## src/rtl/timer_pkg.sv

```systemverilog
// Purpose: shared register map, field bit positions and APB state type for the timer peripheral.
// Latency: n/a (definitions only).
// Backpressure: n/a (definitions only).
package timer_pkg;

  // Byte offsets of the mapped registers; decode only looks at PADDR[4:2].
  localparam logic [4:0] TCR_OFS  = 5'h00;
  localparam logic [4:0] TCNT_OFS = 5'h04;
  localparam logic [4:0] PSC_OFS  = 5'h08;
  localparam logic [4:0] ARR_OFS  = 5'h0C;
  localparam logic [4:0] TSR_OFS  = 5'h10;

  // Field positions inside TCR and TSR.
  localparam int EN_BIT      = 0;
  localparam int CLR_BIT     = 1;
  localparam int ONESHOT_BIT = 2;
  localparam int UIF_BIT     = 0;

  // APB responder state: idle/waiting for access, or signalling ready.
  typedef enum logic {
    ST_IDLE  = 1'b0,
    ST_READY = 1'b1
  } apb_state_e;

endpackage

```

## src/rtl/timer_core.sv

```systemverilog
// Purpose: prescaler, up-counter and compare/reload with one-shot stop request.
// Latency: state updates on the edge after inputs; upd_pulse/oneshot_stop are combinational from current state.
// Backpressure: none; counts whenever en is high, clr always wins.
module timer_core #(
  parameter int CNT_W = 32,
  parameter int PSC_W = 16
) (
  input  logic             clk,
  input  logic             rst,
  input  logic             en,
  input  logic             clr,
  input  logic             oneshot,
  input  logic [PSC_W-1:0] psc,
  input  logic [CNT_W-1:0] arr,
  output logic [CNT_W-1:0] tcnt,
  output logic             upd_pulse,
  output logic             oneshot_stop
);

  localparam logic [PSC_W-1:0] PSC_ONE = PSC_W'(1);
  localparam logic [CNT_W-1:0] CNT_ONE = CNT_W'(1);

  logic [PSC_W-1:0] psc_cnt_q, psc_cnt_d;
  logic [CNT_W-1:0] tcnt_q, tcnt_d;
  logic             tick;

  // Next prescale/count value; clear beats any tick, disable freezes both counters.
  always_comb begin
    psc_cnt_d    = psc_cnt_q;
    tcnt_d       = tcnt_q;
    tick         = 1'b0;
    upd_pulse    = 1'b0;
    oneshot_stop = 1'b0;
    if (clr) begin
      psc_cnt_d = '0;
      tcnt_d    = '0;
    end else if (en) begin
      if (psc_cnt_q == psc) begin
        psc_cnt_d = '0;
        tick      = 1'b1;
      end else begin
        psc_cnt_d = psc_cnt_q + PSC_ONE;
      end
      if (tick) begin
        // >= so that shrinking ARR below the running count reloads on the next tick.
        if (tcnt_q >= arr) begin
          tcnt_d       = '0;
          upd_pulse    = 1'b1;
          oneshot_stop = oneshot;
        end else begin
          tcnt_d = tcnt_q + CNT_ONE;
        end
      end
    end
  end

  // Counter state registers.
  always_ff @(posedge clk) begin
    if (rst) begin
      psc_cnt_q <= '0;
      tcnt_q    <= '0;
    end else begin
      psc_cnt_q <= psc_cnt_d;
      tcnt_q    <= tcnt_d;
    end
  end

  assign tcnt = tcnt_q;

endmodule

```

## src/rtl/apb_timer_periph.sv

```systemverilog
// Purpose: APB responder wrapping timer_core with TCR/TCNT/PSC/ARR/TSR registers and a level irq.
// Latency: every transfer completes with exactly one wait state; PRDATA/PREADY are registered.
// Backpressure: PREADY is held low for the first access cycle, then pulses high for one cycle.
module apb_timer_periph
  import timer_pkg::*;
#(
  parameter int CNT_W = 32,
  parameter int PSC_W = 16
) (
  input  logic        PCLK,
  input  logic        PRESET,
  input  logic [4:0]  PADDR,
  input  logic        PSEL,
  input  logic        PENABLE,
  input  logic        PWRITE,
  input  logic [31:0] PWDATA,
  output logic [31:0] PRDATA,
  output logic        PREADY,
  output logic        irq
);

  apb_state_e       state_q, state_d;
  logic [31:0]      prdata_q, prdata_d;
  logic             en_q, en_d;
  logic             oneshot_q, oneshot_d;
  logic [PSC_W-1:0] psc_q, psc_d;
  logic [CNT_W-1:0] arr_q, arr_d;
  logic             uif_q, uif_d;

  logic [4:0]       reg_ofs;
  logic             access, wr, rd;
  logic             wr_tcr, wr_psc, wr_arr, wr_tsr, clr;
  logic [31:0]      rdata;
  logic [CNT_W-1:0] tcnt;
  logic             upd_pulse, oneshot_stop;
  logic             unused_bits;

  assign reg_ofs = {PADDR[4:2], 2'b00};
  assign access  = PSEL & PENABLE & (state_q == ST_IDLE);
  assign wr      = access & PWRITE;
  assign rd      = access & ~PWRITE;
  assign wr_tcr  = wr & (reg_ofs == TCR_OFS);
  assign wr_psc  = wr & (reg_ofs == PSC_OFS);
  assign wr_arr  = wr & (reg_ofs == ARR_OFS);
  assign wr_tsr  = wr & (reg_ofs == TSR_OFS);
  assign clr     = wr_tcr & PWDATA[CLR_BIT];

  // Byte-lane bits and upper write-data bits are intentionally ignored.
  assign unused_bits = ^{PADDR[1:0], PWDATA};

  timer_core #(
    .CNT_W (CNT_W),
    .PSC_W (PSC_W)
  ) u_core (
    .clk          (PCLK),
    .rst          (PRESET),
    .en           (en_q),
    .clr          (clr),
    .oneshot      (oneshot_q),
    .psc          (psc_q),
    .arr          (arr_q),
    .tcnt         (tcnt),
    .upd_pulse    (upd_pulse),
    .oneshot_stop (oneshot_stop)
  );

  // APB next state: one wait state, then a single ready cycle before accepting the next access.
  always_comb begin
    state_d = state_q;
    case (state_q)
      ST_IDLE:  if (access) state_d = ST_READY;
      ST_READY: state_d = ST_IDLE;
      default:  state_d = ST_IDLE;
    endcase
  end

  // Read mux; fields are zero-extended, CLR and unmapped offsets read as 0.
  always_comb begin
    rdata = '0;
    case (reg_ofs)
      TCR_OFS: begin
        rdata[EN_BIT]      = en_q;
        rdata[ONESHOT_BIT] = oneshot_q;
      end
      TCNT_OFS: rdata[CNT_W-1:0] = tcnt;
      PSC_OFS:  rdata[PSC_W-1:0] = psc_q;
      ARR_OFS:  rdata[CNT_W-1:0] = arr_q;
      TSR_OFS:  rdata[UIF_BIT]   = uif_q;
      default:  rdata = '0;
    endcase
  end

  // Register writes; hardware one-shot stop and UIF set win over same-cycle software writes.
  always_comb begin
    prdata_d  = rd ? rdata : prdata_q;
    en_d      = en_q;
    oneshot_d = oneshot_q;
    psc_d     = psc_q;
    arr_d     = arr_q;
    uif_d     = uif_q;
    if (wr_tcr) begin
      en_d      = PWDATA[EN_BIT];
      oneshot_d = PWDATA[ONESHOT_BIT];
    end
    if (oneshot_stop) en_d = 1'b0;
    if (wr_psc) psc_d = PWDATA[PSC_W-1:0];
    if (wr_arr) arr_d = PWDATA[CNT_W-1:0];
    if (wr_tsr && PWDATA[UIF_BIT]) uif_d = 1'b0;
    if (upd_pulse) uif_d = 1'b1;
  end

  // State and register flops; reset abandons any in-flight transfer.
  always_ff @(posedge PCLK) begin
    if (PRESET) begin
      state_q   <= ST_IDLE;
      prdata_q  <= '0;
      en_q      <= 1'b0;
      oneshot_q <= 1'b0;
      psc_q     <= '0;
      arr_q     <= '0;
      uif_q     <= 1'b0;
    end else begin
      state_q   <= state_d;
      prdata_q  <= prdata_d;
      en_q      <= en_d;
      oneshot_q <= oneshot_d;
      psc_q     <= psc_d;
      arr_q     <= arr_d;
      uif_q     <= uif_d;
    end
  end

  assign PRDATA = prdata_q;
  assign PREADY = (state_q == ST_READY);
  assign irq    = uif_q;

endmodule

```

## config.mk

```make
export PLATFORM = sky130hd
export DESIGN_NAME = apb_timer_periph
export DESIGN_NICKNAME = d
export VERILOG_FILES = /design/src/rtl/timer_pkg.sv /design/src/rtl/timer_core.sv /design/src/rtl/apb_timer_periph.sv
export SDC_FILE = /design/constraint.sdc
export NUM_CORES = 1
export LEC_CHECK = 0
export CAP_MARGIN = 15
export CORE_UTILIZATION = 45
export CTS_BUF_LIST = sky130_fd_sc_hd__clkbuf_4 sky130_fd_sc_hd__clkbuf_8
export DETAILED_ROUTE_END_ITERATION = 7
export GPL_ROUTABILITY_DRIVEN = 0
export PLACE_DENSITY = 0.69
export SYNTH_ARGS = -nofsm -noshare
export SYNTH_HDL_FRONTEND = slang
export SYNTH_SLANG_ARGS = --single-unit
export TNS_END_PERCENT = 10
```

## constraint.sdc

```tcl
create_clock -name PCLK -period 3.5 [get_ports PCLK]
set_input_delay 0.7 -clock PCLK [delete_from_list [all_inputs] [get_ports PCLK]]
set_output_delay 0.7 -clock PCLK [all_outputs]
set_load 0.01 [all_outputs]
```

==> impl_metrics.py, run 1 <==
metrics = {
    "sta": {
        "fin_crit_sh_pct": 81.5,
        "fmax_mhz": 351,
        "tns_ns": 0,
        "drv_slew": 0,
        "period_minus_slack_ns": 2.85,
        "tightest_slew_ns": 1.05,
        "hold_viol": 0,
        "finalSetupViolations": 0,
        "rsz0062_at_grt": "false",
        "slew_headroom_pct": 30.0,
        "skew_ns": 0.00948,
    },
    "power": {
        "ir_drop_uv": 241,
        "leakagePower_nw": 2.74,
        "total_power_mw": 2.89,
        "power.density_nw_per_um2": 365,
    },
    "min_path": {
        "hp-class": "flop to flop",
    },
    "clock_tree": {
        "cts-root-buf": "clkbuf_8",
        "cts_setup_buffers": 0,
        "cts_resized": 0,
        "clkTransAtPathRegs_ns": 0.08,
        "clock_latency_ns": 0.45,
        "clock_sinks": 132,
        "cts_tree": "built",
        "clockBufferDepth": 2,
        "cts_max_level": 4,
        "numCtsBuffers": 17,
        "ctsHoldBuffers": 0,
    },
    "critical_path": {
        "worstSetupPathType": "flop to flop",
        "crit_fanout": 20,
        "r2r_slack_ns": 0.65,
        "endpoint_kind": "flop",
        "arrival_ns": 3.23,
        "cp-endpoint": "u_core.tcnt[26]",
        "critPathLaunch": "u_core.tcnt[0]",
        "critPathLaunchType": "flop",
        "worstReg2RegStart": "u_core.tcnt[0]",
        "rr_endpoint": "u_core.tcnt[26]",
        "r2r_cells": 10,
        "cp_data_required_time_ns": 3.88,
    },
    "routing": {
        "ant_nets": 0,
        "wl_per_cell_um": 15.3,
        "dr_total_vias": 5869,
        "first_iter_violations": 413,
        "drtPass1Iterations": 5,
        "drt-total-wl_mm": 16.6,
        "via_per_inst": 5.43,
        "post-route-drc-count": 0,
    },
    "global_route": {
        "overflow": 0,
        "grt.total_usage_pct": 22.8,
        "grt_start_max_net_pins": 44,
        "grt_pass1_wl_mm": 26.5,
        "antenna_found_initial": 0,
        "grt_pass1_vias": 5255,
    },
    "floorplan": {
        "die_w_um": 123,
        "fp-row-count": 44,
        "coreArea_um2": 14500,
        "start_util_pct": 45.8,
        "die_h_um": 123,
        "io-pin-count": 76,
        "die_area_um2": 15200,
    },
    "synthesis": {
        "synth_nets": 898,
        "seq_area_frac_synth_pct": 39.8,
        "synthArstFlopShare_pct": 0,
        "synth_area_um2": 6640,
        "synth_cell_types": 56,
        "synth_edf_count": 0,
        "yosys_warnings": 0,
        "syn_inst": 822,
        "synth-seq-cells": 132,
        "synth_flop_cell": "dfxtp_1",
        "syn_area_per_cell_um2": 8.07,
    },
    "cells_and_area": {
        "area_growth_syn_to_layout_pct": 19.4,
        "stdcell_count": 1081,
        "nNetsFinal": 962,
        "fillers": 1398,
        "drive_gt1_share_pct": 8.81,
        "antennaDiodeCount": 0,
    },
    "job": {
        "cap_violations": 0,
    },
    "status": {
        "status": "finished clean",
    },
    "placement": {
        "io_buffers": 73,
        "place_inst": 1051,
        "post-dp-hpwl_mm": 12.2,
    },
}
how the worst min path moves through the flow:
stage                    from         to  slack, ns  cells past startpoint
floorplan           arr_q[10]  arr_q[10]       0.45                      2
global placement    arr_q[12]  arr_q[12]       0.46                      2
detailed placement  arr_q[13]  arr_q[13]       0.46                      2
CTS                 arr_q[13]  arr_q[13]       0.48                      2
global route        arr_q[12]  arr_q[12]       0.49                      2
finish              arr_q[13]  arr_q[13]       0.47                      2
worst max-delay path, cell delays in order (launching register included):
cell and delay [ns]:
dfxtp_1 0.44, inv_1 0.09, ha_1 0.27, nand2b_1 0.14, a211oi_1 0.23, o21bai_1 0.12
a221oi_1 0.49, o211a_2 0.51, o21ai_1 0.13, buf_4 0.22, a21oi_1 0.13
kinds of logic after synthesis:
logic type | after synthesis | synth area share (%)
mux | 18 | 3.15
fa+ha+maj | 34 | 6.41
flops | 132 | 39.8
compound gates | 158 | 15.0
xor+xnor | 46 | 6.30
simple gates | 349 | 24.3
buf+inv | 85 | 4.96
flip-flops by register name, summed over array words and instances (netlist names):
| signal | count |
|---|---|
| en_q | 1 |
| arr_q | 32 |
| oneshot_q | 1 |
| PREADY | 1 |
| psc_q | 16 |
| irq | 1 |
| PRDATA | 32 |
| u_core.tcnt | 32 |
| u_core.psc_cnt_q | 16 |
layer usage:
layer  vias to the layer above  GRT usage (%)  share of wire, %
met4                         0           8.96               2.5
met1                      2687           30.0                47
met3                        25           5.07               5.2
met2                       177           36.3                45
met5                         -              0                 0
li1                       2980              -                 -
report_power, final:
part           total [mW]  switching [mW]  internal (mW)
Combinational       0.205           0.112         0.0928
Clock                1.16           0.584          0.580
Sequential           1.52         0.00859           1.52
Total                2.89           0.705           2.19
Yosys cell counts (all sizes together) (5+ instances only):
library cell,count,area [um2]
ha,34,425
nor4,5,31.3
nand3,22,120
a22oi,15,113
o21ai,17,85.1
nor3,32,165
a22o,14,123
nand4,19,125
buf,7,36.3
nor2b,8,50.1
xnor2,33,304
inv,39,146
clkbuf,39,146
and3,9,57.6
a21oi,77,385
mux2,13,146
nor2,79,297
nand2,142,533
xor2,13,114
dfxtp,132,2640
and2,6,38.8
or3,10,67.6
a221oi,17,149
area by class of cell:
cell class	count	area [um2]	share of cell area [%]
flip-flops and latches	132	2640	33.4
clock inverters	10	86.3	1.09
inverters	39	146	1.85
well taps	184	230	2.91
repair buffers	91	886	11.2
clock buffers	20	263	3.32
multi-input cells	605	3670	46.3
placed cells by master (no fill, tap or decap), types with 3 or more instances in the layout:
cell type        instances
a21bo_2                  3
a21o_1                   3
a21oi_1                 77
a221oi_1                17
a22o_1                  14
a22oi_1                 15
a31oi_1                  4
and2_1                   5
and3_1                   8
and4_1                   3
buf_4                   16
clkbuf_8                18
clkdlybuf4s50_1         72
clkinv_2                 5
clkinvlp_4               3
dfxtp_1                132
ha_1                    34
inv_1                   39
mux2_2                  13
mux2i_1                  4
nand2_1                142
nand2b_1                 3
nand3_1                 20
nand4_1                 18
nor2_1                  79
nor2b_1                  7
nor3_1                  31
nor4_1                   5
o21ai_0                 13
o21ai_1                  4
or3_1                    9
xnor2_1                 31
xor2_1                  13
per-stage QoR:
stage | util [%] | setup WS (ns) | hold WS [ns] | instance area (um2)
3_3_place_gp | 52.3 | 0.693 | 0.456 | 7570
5_1_grt | 54.7 | 0.458 | 0.487 | 7920
6_report | 54.7 | 0.648 | 0.471 | 7920
4_1_cts | 54.7 | 0.660 | 0.475 | 7920
2_1_floorplan | - | 1.24 | 0.446 | 6640
3_5_place_dp | 52.3 | 0.648 | 0.465 | 7570
No activity file was read; power rests on OpenSTA's default activity.
==> inputs of run 2 (changes only) <==
==> constraint.sdc (replaced) <==
create_clock -name PCLK -period 2.93 [get_ports PCLK]
set_input_delay 0.586 -clock PCLK [delete_from_list [all_inputs] [get_ports PCLK]]
set_output_delay 0.586 -clock PCLK [all_outputs]
set_load 0.01 [all_outputs]
==> run 2 against run 1 <==
  * Global-route usage increased by 1.1 points
  * Clock-buffer cell count unchanged
  * Sequential cell count unchanged
  * Die area unchanged
  * Sequential power increased by 20%
  * Non-clock buffer count increased by 12
  * Critical path depth decreased by 1
  * Setup slack got worse by 0.45 ns
  * Critical endpoint is now u_core.tcnt[22]
==> impl_metrics.py, run 2 (synthesis gave the netlist of run 1 again) <==
metrics = {
    "power": {
        "p_int_mw": 2.83,
        "ir_drop_uv": 316,
        "seq_power_share_pct": 48.9,
        "power.density_nw_per_um2": 461,
        "comb_power_share_pct": 6.7,
        "leakagePower_nw": 2.84,
        "swShare_pct": 23.8,
        "clkPwrFrac_pct": 44.4,
        "power_switching_uw": 887,
    },
    "clock_tree": {
        "cts_resized": 0,
        "cts_setup_buffers": 0,
        "numCtsBuffers": 17,
        "clock_latency_ns": 0.45,
        "clock_sinks": 132,
        "cts-root-buf": "clkbuf_8",
        "clockBufferDepth": 2,
        "ctsHoldBuffers": 0,
        "cts_tree": "built",
        "cts_max_level": 4,
        "clkTransAtPathRegs_ns": 0.08,
    },
    "global_route": {
        "overflow": 0,
        "antenna_found_initial": 0,
        "grt_start_max_net_pins": 47,
        "grt_pass1_wl_mm": 27.9,
        "grt_pass1_vias": 5562,
        "grt.total_usage_pct": 23.9,
    },
    "sta": {
        "skew_ns": 0.0126,
        "period_minus_slack_ns": 2.74,
        "drv_slew": 0,
        "hold_viol": 0,
        "tightest_slew_ns": 1.10,
        "fin_crit_sh_pct": 93.4,
        "tns_ns": 0,
        "rsz0062_at_grt": "false",
        "setup_slack_ns": 0.194,
        "fmax_mhz": 365,
        "slew_headroom_pct": 26.8,
        "finalSetupViolations": 0,
    },
    "floorplan": {
        "coreArea_um2": 14500,
        "die_w_um": 123,
        "die_h_um": 123,
        "io-pin-count": 76,
        "start_util_pct": 45.8,
        "fp-row-count": 44,
        "die_area_um2": 15200,
    },
    "cells_and_area": {
        "multi_input_area_um2": 3670,
        "drive_gt1_share_pct": 10.2,
        "final_common_cell": "nand2_1",
        "seq_area_um2": 2640,
        "antennaDiodeCount": 0,
        "area_growth_syn_to_layout_pct": 21.7,
        "nNetsFinal": 974,
        "fillers": 1350,
        "final_cell_mix": "nand2_1, dfxtp_1, nor2_1, a21oi_1, clkdlybuf4s50_1",
    },
    "critical_path": {
        "critPathLaunchType": "flop",
        "cp_slowest_cell": "a221oi_1",
        "endpoint_kind": "flop",
        "arrival_ns": 3.12,
        "crit_chain": "inv_1 -> ha_1 -> and4_1 -> a221o_1 -> a221oi_1 -> o211a_2 -> o21ai_1 -> buf_4 -> a21oi_1",
        "cp_data_required_time_ns": 3.32,
        "worstSetupPathType": "flop to flop",
        "crit_fanout": 20,
        "max_stage_delay_ns": 0.46,
    },
    "routing": {
        "drt-total-wl_mm": 17.2,
        "via_per_inst": 5.46,
        "first_iter_violations": 436,
        "dr_total_vias": 5979,
        "post-route-drc-count": 0,
        "drtPass1Iterations": 6,
        "wl_per_cell_um": 15.7,
        "ant_nets": 0,
    },
    "job": {
        "cap_violations": 0,
    },
    "placement": {
        "io_buffers": 73,
        "post-dp-hpwl_mm": 12.5,
        "preCtsSetupSlack_ns": 0.206,
    },
    "status": {
        "status": "finished clean",
    },
    "min_path": {
        "hp-class": "flop to flop",
    },
}
run 2: power groups by stage:
stage / Sequential [mW] / Combinational, mW / Clock [mW]
after global placement: 1.86 / 0.248 / 0
after floorplan: 1.87 / 0.113 / 0
after CTS: 1.82 / 0.251 / 1.67
final: 1.82 / 0.251 / 1.65
after global routing: 1.82 / 0.272 / 1.76
after detailed placement: 1.86 / 0.250 / 0
run 2: final timing paths:
path                      to  slack, ns  startpoint  cells after the start
max reg2reg  u_core.tcnt[22]       0.19   arr_q[10]                      9
max          u_core.tcnt[22]       0.19   arr_q[10]                      9
min reg2reg         arr_q[3]       0.47    arr_q[3]                      2
min                 arr_q[3]       0.47    arr_q[3]                      2
run 2: critical path, delay by kind of cell (launching register included):
kind,cells,cell delay [ns]
buf+inv,2,0.27
flops,1,0.35
simple gates,1,0.24
compound gates,5,1.48
fa+ha+maj,1,0.32
run 2: final cells by class:
| cell class | count | share of cell area (%) |
|---|---|---|
| timing repair buffer | 103 | 11.9 |
| tap | 184 | 2.85 |
| inverter | 39 | 1.81 |
| sequential | 132 | 32.7 |
| clock buffer | 20 | 3.41 |
| multi-input combinational | 605 | 45.4 |
| clock inverter | 12 | 1.90 |
run 2: routing by layer:
layer	track usage (%)	wire length, um	up-vias
li1	-	-	2993
met4	11.9	587	0
met1	31.2	8010	2784
met3	5.07	778	39
met2	37.3	7800	163
met5	0	0	-
run 2: metrics by stage:
stage               std cells  area, um2  hold WS (ns)  power (mW)  utilization (%)
global placement         1063       7650         0.455        2.11             52.8
floorplan                 822       6640         0.446        1.98                -
finish                   1095       8080         0.471        3.72             55.8
detailed placement       1063       7650         0.458        2.11             52.8
global route             1095       8080         0.491        3.86             55.8
CTS                      1095       8080         0.471        3.74             55.8
